File: src/rtl/obi_mem_arbiter_if.sv
// OBI request/response bundle shared by the arbiter's three ports.
//   req/addr/we/be/wdata : address phase, driven by the master
//   gnt                  : address-phase acceptance, driven by the slave
//   rvalid/rdata         : response phase, driven by the slave
// Modports:
//   master : the side issuing requests (drives req/addr/we/be/wdata)
//   slave  : the side answering requests (drives gnt/rvalid/rdata)
interface obi_mem_arbiter_if #(
  parameter int unsigned ADDR_WIDTH = 32,
  parameter int unsigned DATA_WIDTH = 32
);
  logic                    req;
  logic                    gnt;
  logic [ADDR_WIDTH-1:0]   addr;
  logic                    we;
  logic [DATA_WIDTH/8-1:0] be;
  logic [DATA_WIDTH-1:0]   wdata;
  logic                    rvalid;
  logic [DATA_WIDTH-1:0]   rdata;

  modport master (
    output req, addr, we, be, wdata,
    input  gnt, rvalid, rdata
  );

  modport slave (
    input  req, addr, we, be, wdata,
    output gnt, rvalid, rdata
  );
endinterface

File: src/rtl/obi_mem_arbiter.sv
// Merges the instruction-side and data-side OBI masters onto one OBI master
// port toward system memory. Round-robin arbitration, address-phase lock while
// a request waits for grant, and in-order response routing via an ID FIFO of
// accepted-but-unanswered transactions.
// Ports:
//   clk_i          : clock, all state on rising edge
//   rst_ni         : asynchronous active-low reset
//   instr          : instruction master (slave side of the bundle)
//   data           : data master (slave side of the bundle)
//   mem            : shared port toward memory (master side of the bundle)
//   spurious_rsp_o : sticky flag, response seen with nothing outstanding
module obi_mem_arbiter #(
  parameter int unsigned ADDR_WIDTH      = 32,
  parameter int unsigned DATA_WIDTH      = 32,
  parameter int unsigned MAX_OUTSTANDING = 4
) (
  input  logic                clk_i,
  input  logic                rst_ni,
  obi_mem_arbiter_if.slave    instr,
  obi_mem_arbiter_if.slave    data,
  obi_mem_arbiter_if.master   mem,
  output logic                spurious_rsp_o
);

  localparam int unsigned PTR_W = (MAX_OUTSTANDING > 1) ? $clog2(MAX_OUTSTANDING) : 1;
  localparam int unsigned CNT_W = $clog2(MAX_OUTSTANDING + 1);
  localparam logic [PTR_W-1:0] PTR_LAST = PTR_W'(MAX_OUTSTANDING - 1);
  localparam logic [CNT_W-1:0] CNT_MAX  = CNT_W'(MAX_OUTSTANDING);

  typedef enum logic {
    ID_INSTR = 1'b0,
    ID_DATA  = 1'b1
  } master_id_e;

  master_id_e       id_fifo [MAX_OUTSTANDING];
  logic [PTR_W-1:0] wr_ptr;
  logic [PTR_W-1:0] rd_ptr;
  logic [CNT_W-1:0] count;
  logic             lock_q;
  master_id_e       lock_owner_q;
  master_id_e       last_grant_q;
  logic             spurious_q;

  logic       any_req;
  logic       full;
  logic       empty;
  logic       accept;
  logic       pop;
  master_id_e sel;
  master_id_e head;

  assign any_req = instr.req | data.req;
  assign full    = (count == CNT_MAX);
  assign empty   = (count == '0);
  assign mem.req = any_req & ~full;
  assign accept  = mem.req & mem.gnt;
  assign pop     = mem.rvalid & ~empty;
  assign head    = id_fifo[rd_ptr];

  // A stalled request keeps the port (lock) so the address phase cannot switch
  // masters before the grant; otherwise alternate on ties.
  always_comb begin
    sel = ID_INSTR;
    if (lock_q) begin
      sel = lock_owner_q;
    end else if (instr.req && !data.req) begin
      sel = ID_INSTR;
    end else if (data.req && !instr.req) begin
      sel = ID_DATA;
    end else if (instr.req && data.req) begin
      sel = (last_grant_q == ID_DATA) ? ID_INSTR : ID_DATA;
    end
  end

  always_comb begin
    mem.addr  = '0;
    mem.we    = 1'b0;
    mem.be    = '0;
    mem.wdata = '0;
    if (any_req) begin
      if (sel == ID_DATA) begin
        mem.addr  = data.addr;
        mem.we    = data.we;
        mem.be    = data.be;
        mem.wdata = data.wdata;
      end else begin
        mem.addr  = instr.addr;
        mem.we    = instr.we;
        mem.be    = instr.be;
        mem.wdata = instr.wdata;
      end
    end
  end

  assign instr.gnt    = accept & (sel == ID_INSTR);
  assign data.gnt     = accept & (sel == ID_DATA);
  assign instr.rvalid = pop & (head == ID_INSTR);
  assign data.rvalid  = pop & (head == ID_DATA);
  assign instr.rdata  = mem.rdata;
  assign data.rdata   = mem.rdata;
  assign spurious_rsp_o = spurious_q;

  // ID storage needs no reset: only entries between rd_ptr and wr_ptr are read.
  always_ff @(posedge clk_i) begin
    if (accept) begin
      id_fifo[wr_ptr] <= sel;
    end
  end

  always_ff @(posedge clk_i or negedge rst_ni) begin
    if (!rst_ni) begin
      wr_ptr       <= '0;
      rd_ptr       <= '0;
      count        <= '0;
      lock_q       <= 1'b0;
      lock_owner_q <= ID_INSTR;
      last_grant_q <= ID_DATA;
      spurious_q   <= 1'b0;
    end else begin
      if (accept) begin
        wr_ptr       <= (wr_ptr == PTR_LAST) ? '0 : wr_ptr + 1'b1;
        last_grant_q <= sel;
      end
      if (pop) begin
        rd_ptr <= (rd_ptr == PTR_LAST) ? '0 : rd_ptr + 1'b1;
      end
      case ({accept, pop})
        2'b10:   count <= count + 1'b1;
        2'b01:   count <= count - 1'b1;
        default: count <= count;
      endcase
      // Set on a stalled request, cleared by the owner's handshake; folding
      // both into one expression also drops a lock if the request vanishes.
      lock_q       <= mem.req & ~mem.gnt;
      lock_owner_q <= sel;
      if (mem.rvalid && empty) begin
        spurious_q <= 1'b1;
      end
    end
  end

endmodule

File: src/flat_wrapper.sv
// flat-port wrapper written by rule: the top's interface ports become plain ports
module obi_mem_arbiter_flat 
#(
  parameter int unsigned ADDR_WIDTH      = 32,
  parameter int unsigned DATA_WIDTH      = 32,
  parameter int unsigned MAX_OUTSTANDING = 4
)
  (clk_i, rst_ni, spurious_rsp_o, instr_req, instr_addr, instr_we, instr_be, instr_wdata, instr_gnt, instr_rvalid, instr_rdata, data_req, data_addr, data_we, data_be, data_wdata, data_gnt, data_rvalid, data_rdata, mem_req, mem_addr, mem_we, mem_be, mem_wdata, mem_gnt, mem_rvalid, mem_rdata);
  obi_mem_arbiter_if #(.ADDR_WIDTH(ADDR_WIDTH), .DATA_WIDTH(DATA_WIDTH)) instr_i ();
  obi_mem_arbiter_if #(.ADDR_WIDTH(ADDR_WIDTH), .DATA_WIDTH(DATA_WIDTH)) data_i ();
  obi_mem_arbiter_if #(.ADDR_WIDTH(ADDR_WIDTH), .DATA_WIDTH(DATA_WIDTH)) mem_i ();
  input  logic clk_i;
  input  logic rst_ni;
  output logic spurious_rsp_o;
  input wire logic [$bits(instr_i.req)-1:0] instr_req;
  input wire logic [$bits(instr_i.addr)-1:0] instr_addr;
  input wire logic [$bits(instr_i.we)-1:0] instr_we;
  input wire logic [$bits(instr_i.be)-1:0] instr_be;
  input wire logic [$bits(instr_i.wdata)-1:0] instr_wdata;
  output wire logic [$bits(instr_i.gnt)-1:0] instr_gnt;
  output wire logic [$bits(instr_i.rvalid)-1:0] instr_rvalid;
  output wire logic [$bits(instr_i.rdata)-1:0] instr_rdata;
  input wire logic [$bits(data_i.req)-1:0] data_req;
  input wire logic [$bits(data_i.addr)-1:0] data_addr;
  input wire logic [$bits(data_i.we)-1:0] data_we;
  input wire logic [$bits(data_i.be)-1:0] data_be;
  input wire logic [$bits(data_i.wdata)-1:0] data_wdata;
  output wire logic [$bits(data_i.gnt)-1:0] data_gnt;
  output wire logic [$bits(data_i.rvalid)-1:0] data_rvalid;
  output wire logic [$bits(data_i.rdata)-1:0] data_rdata;
  output wire logic [$bits(mem_i.req)-1:0] mem_req;
  output wire logic [$bits(mem_i.addr)-1:0] mem_addr;
  output wire logic [$bits(mem_i.we)-1:0] mem_we;
  output wire logic [$bits(mem_i.be)-1:0] mem_be;
  output wire logic [$bits(mem_i.wdata)-1:0] mem_wdata;
  input wire logic [$bits(mem_i.gnt)-1:0] mem_gnt;
  input wire logic [$bits(mem_i.rvalid)-1:0] mem_rvalid;
  input wire logic [$bits(mem_i.rdata)-1:0] mem_rdata;
  assign instr_i.req = instr_req;
  assign instr_i.addr = instr_addr;
  assign instr_i.we = instr_we;
  assign instr_i.be = instr_be;
  assign instr_i.wdata = instr_wdata;
  assign instr_gnt = instr_i.gnt;
  assign instr_rvalid = instr_i.rvalid;
  assign instr_rdata = instr_i.rdata;
  assign data_i.req = data_req;
  assign data_i.addr = data_addr;
  assign data_i.we = data_we;
  assign data_i.be = data_be;
  assign data_i.wdata = data_wdata;
  assign data_gnt = data_i.gnt;
  assign data_rvalid = data_i.rvalid;
  assign data_rdata = data_i.rdata;
  assign mem_req = mem_i.req;
  assign mem_addr = mem_i.addr;
  assign mem_we = mem_i.we;
  assign mem_be = mem_i.be;
  assign mem_wdata = mem_i.wdata;
  assign mem_i.gnt = mem_gnt;
  assign mem_i.rvalid = mem_rvalid;
  assign mem_i.rdata = mem_rdata;
  obi_mem_arbiter #(.ADDR_WIDTH(ADDR_WIDTH), .DATA_WIDTH(DATA_WIDTH), .MAX_OUTSTANDING(MAX_OUTSTANDING)) u_core (.clk_i(clk_i), .rst_ni(rst_ni), .instr(instr_i), .data(data_i), .mem(mem_i), .spurious_rsp_o(spurious_rsp_o));
endmodule
File: config.mk
export PLATFORM = sky130hd
export DESIGN_NAME = obi_mem_arbiter_flat
export DESIGN_NICKNAME = d
export VERILOG_FILES = /design/src/rtl/obi_mem_arbiter_if.sv /design/src/rtl/obi_mem_arbiter.sv /design/src/flat_wrapper.sv
export SDC_FILE = /design/constraint.sdc
export NUM_CORES = 1
export LEC_CHECK = 0
export ABC_AREA = 0
export CORE_AREA = 2 2 122 124
export CTS_BUF_LIST = sky130_fd_sc_hd__clkbuf_4
export CTS_CLUSTER_SIZE = 25
export DETAILED_ROUTE_END_ITERATION = 16
export DIE_AREA = 0 0 124 126
export GPL_TIMING_DRIVEN = 0
export PLACE_DENSITY = 0.59
export SLEW_MARGIN = 5
export SYNTH_ARGS = -nofsm -noshare
export SYNTH_HDL_FRONTEND = slang
export SYNTH_SLANG_ARGS = --single-unit
export TNS_END_PERCENT = 20
File: constraint.sdc
create_clock -name clk_i -period 2.4 [get_ports clk_i]
set_input_delay 0.36 -clock clk_i [delete_from_list [all_inputs] [get_ports clk_i]]
set_output_delay 0.36 -clock clk_i [all_outputs]
set_load 0.02 [all_outputs]
==> results.yml <==
run_status:
  status: "complete, but fails checks"
  violations: "negative setup slack"
drt:
  dr.pass1.iters: 4
  routed_wl_mm: 12.13
  route.detailed.drc: 0
  via_per_inst: 3.963
  ant_nets: 0
  drtIter0Drc: 83
  wl_per_cell_um: 14.63
  num_vias: 3285
timing:
  setup_tns_ns: -0.01075
  skew_ns: 0.001730
  min_period_over_period_pct: 100.4
  worstMarginPinSlew_ns: 0.4991
  hold_ws_ns: 0.4018
  setup_slack_ns: -0.01075
  period_needed_ns: 2.411
  max_slew_margin_pct: 66.53
  timing.fmax_mhz: 414.8
  finalSetupViolCount: 1
  final_max_slew_viol_count: 0
  rsz0062_at_grt: "true"
  finalHoldViolCount: 0
synth:
  synthTopCellsByArea: "mux2i_1 27%, nand2_1 20%, buf_4 19%"
  synth.top_cell.area_share_pct: 27.00
  synth_area_sq_um: 2595
  yosysWarnings: 0
  synth_cell_type_count: 27
  yosysTopAreaCell: "mux2i_1"
  ys_ff_latch: 15
  syn_nets: 541
  ys_seq_area_share_pct: 15.28
  netlist_instances: 358
  avgSynthCellArea_sq_um: 7.249
grt:
  use_met2_pct: 27.18
  grt_antenna_before_repair: 0
  first_global_vias: 3302
  grt.met3_usage_pct: 3.170
  grt_use_met1_pct: 16.08
  top_usage_layer: "met2"
  grt.overflow.total: 0
  grt_max_degree: 12
  grt_pass1_wl_mm: 17.15
  grt_usage_pct: 14.13
layout:
  fin_area_sq_um: 5649
  layout.nets: 829
  layout_common_cells: "209 x clkdlybuf4s50_1, 139 x nand2_1, 70 x buf_4"
  layout.cells.non_filler: 829
  final_common_cell: "clkdlybuf4s50_1"
  area_growth_pct: 117.7
  antenna_cells: 0
  fill_cells: 1522
  drive_gt1_share_pct: 28.68
clock_tree:
  path_clk_slew_ns: 0.09
  cts_buffers: 3
  cts_sinks: 15
  cts.hold.buffers_added: 0
  clk_path_buf_depth: 2
  cts_root_buf: "clkbuf_4"
  clk_latency_ns: 0.28
  tritoncts: "built"
  h-tree-depth: 1
critical_path:
  critPathKind: "input pin to primary output"
  worstPathArrival_ns: 2.05
  cp-end-kind: "primary output"
  crit_fanout: 10
  cp.required_ns: 2.04
  start_kind: "input pin"
die:
  io_pins: 315
  placementRows: 44
  die_area_sq_um: 15620
  start_util_pct: 18.13
  die_w_um: 124
  die_y_um: 126
  core-area_sq_um: 14310
pwr:
  power_density_nw_per_um2: 531.2
  ir_drop_mv: 0.1971
  leakagePower_uw: 0.002913
placement:
  preCtsSetupSlack_ns: -0.9486
  gp_congestion: 0.7733
  dp.final_hpwl_mm: 10.15
  placed_area_sq_um: 5648
  port_buffers: 282
  dpl.cell_count: 824
job:
  max-cap-violations: 0
min_path:
  hold_class: "input pin to async pin"
==> cell families (layout without fill, tap and decap cells) <==
family	Yosys count	count (layout)	share of synthesized area, %
XOR/XNOR	3	3	1.013
adder cells (fa/ha/maj)	7	7	3.664
buffers and inverters	97	384	24.45
multiplexers	75	75	30.04
AO/OA/AOI/OAI	4	4	1.157
AND/OR/NAND/NOR	157	157	24.40
flip-flops	15	15	15.28
==> per-layer routing <==
metal	vias up	part of all wire, %
met5	-	0
met4	0	0.28
met3	2	9.5
met2	157	53
met1	1474	38
li1	1652	-
==> flip-flops by register name, indices dropped and copies added, names as in the netlist <==
name	flops
u_core.rd_ptr	2
u_core.spurious_rsp_o	1
u_core.wr_ptr	2
u_core.lock_owner_q	1
u_core.count	3
u_core.lock_q	1
u_core.last_grant_q	1
u_core.id_fifo	4
==> synth_stat cells <==
cell / number
and3_4: 1
mux2i_1: 70
nor3_1: 2
nand2_1: 139
mux4_2: 1
a21o_1: 2
buf_2: 18
mux2_2: 1
dfrtp_1: 10
nor2_1: 5
inv_1: 8
or2_2: 1
mux2_4: 3
xnor2_1: 1
ha_1: 6
edfxtp_1: 4
xor2_1: 2
or3b_1: 1
nor2b_1: 3
fa_1: 1
dfstp_2: 1
buf_4: 64
clkbuf_1: 6
o31ai_1: 1
a22oi_1: 1
buf_6: 1
and2_2: 5
==> power by group <==
| part | switching (uW) | total [uW] | internal (uW) | leakage (uW) |
|---|---|---|---|---|
| clock | 78.6 | 154 | 75.8 | 0.0000184 |
| combinational | 1170 | 2380 | 1220 | 0.00273 |
| sequential | 85.8 | 464 | 378 | 0.000163 |
==> layout make-up <==
type	count	area, sq um	share of cell area (%)
Buffer	88	694.4	12.29
Clock buffer	4	30.03	0.5316
Inverter	8	30.03	0.5316
Multi-Input combinational cell	246	1604	28.39
Sequential cell	15	397.9	7.043
Tap cell	184	230.2	4.075
Timing Repair Buffer	284	2663	47.13
==> through the flow <==
stage	utilization (%)	total power [uW]
floorplan	-	1798
CTS	40.59	3055
finish	39.47	3001
detailed placement	39.46	2903
global placement	39.46	2861
global route	39.47	3214
==> critical path, stage by stage <==
cell,delay (ns)
clkdlybuf4s50_1,0.41
nor2b_1,0.13
a22oi_1,0.17
clkbuf_8,0.25
buf_6,0.19
mux2i_1,0.22
clkdlybuf4s15_2,0.29
==> path summary, 6_finish.rpt <==
path | from | end | slack (ns) | cells after the start
min reg2reg | u_core.spurious_rsp_o | u_core.spurious_rsp_o | 0.48 | 1
max in group asynchronous | rst_ni | u_core.count[0] | 1.65 | 1
min | rst_ni | u_core.lock_q | 0.40 | 1
min in group clk_i | u_core.spurious_rsp_o | u_core.spurious_rsp_o | 0.48 | 1
max reg2reg | u_core.count[0] | u_core.count[2] | 0.14 | 10
max | data_req | mem_wdata[2] | -0.01 | 7
==> what timing repair did <==
action                     CTS  global route
setup endpoints to repair   74            70
pin swaps                    0             1
buffers inserted             0             2
gates resized for setup    221            62
No activity file was read; power rests on OpenSTA's default activity.
==> RTL change: new RTL, same flow settings <==
`DATA_WIDTH` is set to 32 in 3 places; all go to 40.
--- a/src/rtl/obi_mem_arbiter_if.sv
+++ b/src/rtl/obi_mem_arbiter_if.sv
@@ -9,3 +9,3 @@
   parameter int unsigned ADDR_WIDTH = 32,
-  parameter int unsigned DATA_WIDTH = 32
+  parameter int unsigned DATA_WIDTH = 40
 );
--- a/src/rtl/obi_mem_arbiter.sv
+++ b/src/rtl/obi_mem_arbiter.sv
@@ -13,3 +13,3 @@
   parameter int unsigned ADDR_WIDTH      = 32,
-  parameter int unsigned DATA_WIDTH      = 32,
+  parameter int unsigned DATA_WIDTH      = 40,
   parameter int unsigned MAX_OUTSTANDING = 4
--- a/src/flat_wrapper.sv
+++ b/src/flat_wrapper.sv
@@ -4,3 +4,3 @@
   parameter int unsigned ADDR_WIDTH      = 32,
-  parameter int unsigned DATA_WIDTH      = 32,
+  parameter int unsigned DATA_WIDTH      = 40,
   parameter int unsigned MAX_OUTSTANDING = 4
Ports: changed (9 resized); port bits go from 315 to 366. No check against the original RTL was run, so the function may have changed too.
==> RTL change against the original RTL <==
- the flow still finishes with violations (setup timing)
- sequential share of layout area is 0.94 points lower
- sequential cell count stayed put
- non-clock buffer count is 64 higher
- worst setup slack worse by 44 ps
- design area is 15% higher
- largest power group unchanged
- area after synthesis is 11% higher
- total power is 13% higher
- routed wire length is 25% higher
- critical path type unchanged
==> RTL change: results (changes against the original RTL) <==
IO buf count 325 (was 282); Nets 946 (was 829); grt met1 use 20.3% (was 16.1%); layout cell share with drive strength beyond 1 29.8% (was 28.7%); ys async rst share 73.3% (unchanged); commonest cells in the netlist 157 x nand2_1, 81 x buf_4, 79 x mux2i_1 (was 139 x nand2_1, 70 x mux2i_1, 64 x buf_4); clock transition at the registers of the reported paths 90 ps (about the same); via density per instance 4.11 (was 3.96); placed cells 913 (was 824); via count 3,785 (was 3,285); cell count after synthesis 404 (was 358); largest cells by area after synthesis mux2i_1 27%, buf_4 21%, nand2_1 20%, dfrtp_1 8.7%, edfxtp_1 4.2% (was mux2i_1 27%, nand2_1 20%, buf_4 19%, dfrtp_1 9.6%, edfxtp_1 4.6%); initial antenna violation count 0 (unchanged); PostCTS Resize Cnt 289 (was 221); metal3 WL 1.61 mm (was 1.15 mm); Final Wtd Congestion 0.804 (was 0.773); M2 GR Usage 33.4% (was 27.2%); drt wl/cell 16.5 um (was 14.6 um); global-route wire length before repair 21.8 mm (was 17.1 mm); Post-synth top flop dfrtp_1 (unchanged); CP top delay family buffers and inverters (unchanged); Net Count, Synth 613 (was 541); failing checks setup timing (unchanged); Met2 Wirelength 7.67 mm (was 6.39 mm); leak pwr 3.30 nW (was 2.91 nW); Total Neg Setup Slack -311 ps (was -10.8 ps); status complete, but fails checks (unchanged); Final HPWL DP 12.6 mm (was 10.2 mm); vias in the first global route 3,951 (was 3,302); max incr delay on CP 440 ps (was 410 ps); Max-slew headroom 64.7% (was 66.5%); maximum VDD drop 0.240 mV (was 0.197 mV); M3 GR Usage 4.80% (was 3.17%); Area after DPL 6370 um2 (was 5650 um2); yosys warns 0 (unchanged); drt initial violations 109 (was 83); # setup viols final 17 (was 1); post-synthesis sequential area ratio 13.7% (was 15.3%); wire length on met1 5.78 mm (was 4.56 mm); skew final 0.433 ps (was 1.73 ps); Worst-Skew Late Latency 280 ps (about the same); setup ws final -54.5 ps (was -10.8 ps); GRT Total Usage 17.8% (was 14.1%); TritonCTS Buffers 3 (unchanged)
[RTL change: cell count changes in the layout (fill, tap and decap cells not counted), moves of 2 or more]
cell,change
clkdlybuf4s15_2,+22
clkbuf_2,-19
buf_2,+3
buf_4,+22
clkbuf_4,+2
mux2i_1,+8
buf_6,+3
nand2_1,+18
clkdlybuf4s50_1,+35
[RTL change: cell type report]
cell class,count,area [um2]
multi-input combinational,273,1790
sequential,15,398
clock inverter,1,5.00
fill,1457,7800
clock buffer,3,22.5
inverter,8,32.5
tap,184,230
buffer,107,848
timing repair buffer,329,3190
[RTL change: where the power goes]
group	switching, mW	internal (mW)
registers	0.0849	0.378
logic	1.36	1.44
clock network	0.0818	0.0618
[RTL change: metrics by stage]
stage / total power, mW / worst slack (ps) / util (%)
final: 3.40 / -54.5 / 45.5
after global placement: 3.18 / -780 / 44.5
after detailed placement: 3.23 / -838 / 44.5
after global routing: 3.63 / -96.8 / 45.5
after floorplan: 1.95 / 130 / -
after CTS: 3.38 / -83.6 / 45.8
[RTL change: worst paths after layout]
kind	slack, ps	start	endpoint	cells past startpoint
setup / recovery	-50	data_req	mem_wdata[33]	7
hold / removal	420	rst_ni	u_core.count[2]	1
setup reg to reg	160	u_core.count[1]	u_core.count[2]	10
hold reg to reg	480	u_core.spurious_rsp_o	u_core.spurious_rsp_o	1
max in group asynchronous	1610	rst_ni	u_core.count[0]	1
min in group clk_i	480	u_core.spurious_rsp_o	u_core.spurious_rsp_o	1
[RTL change: logic make-up (layout without fill, tap and decap cells)]
family          count (synthesis)  count (layout)  synth area share [%]
compound gates                  4               4                  1.04
mux                            84              84                  30.1
fa+ha+maj                       7               7                  3.29
simple gates                  175             175                  24.2
xor+xnor                        3               3                 0.909
buf+inv                       116             448                  26.7
flops                          15              15                  13.7
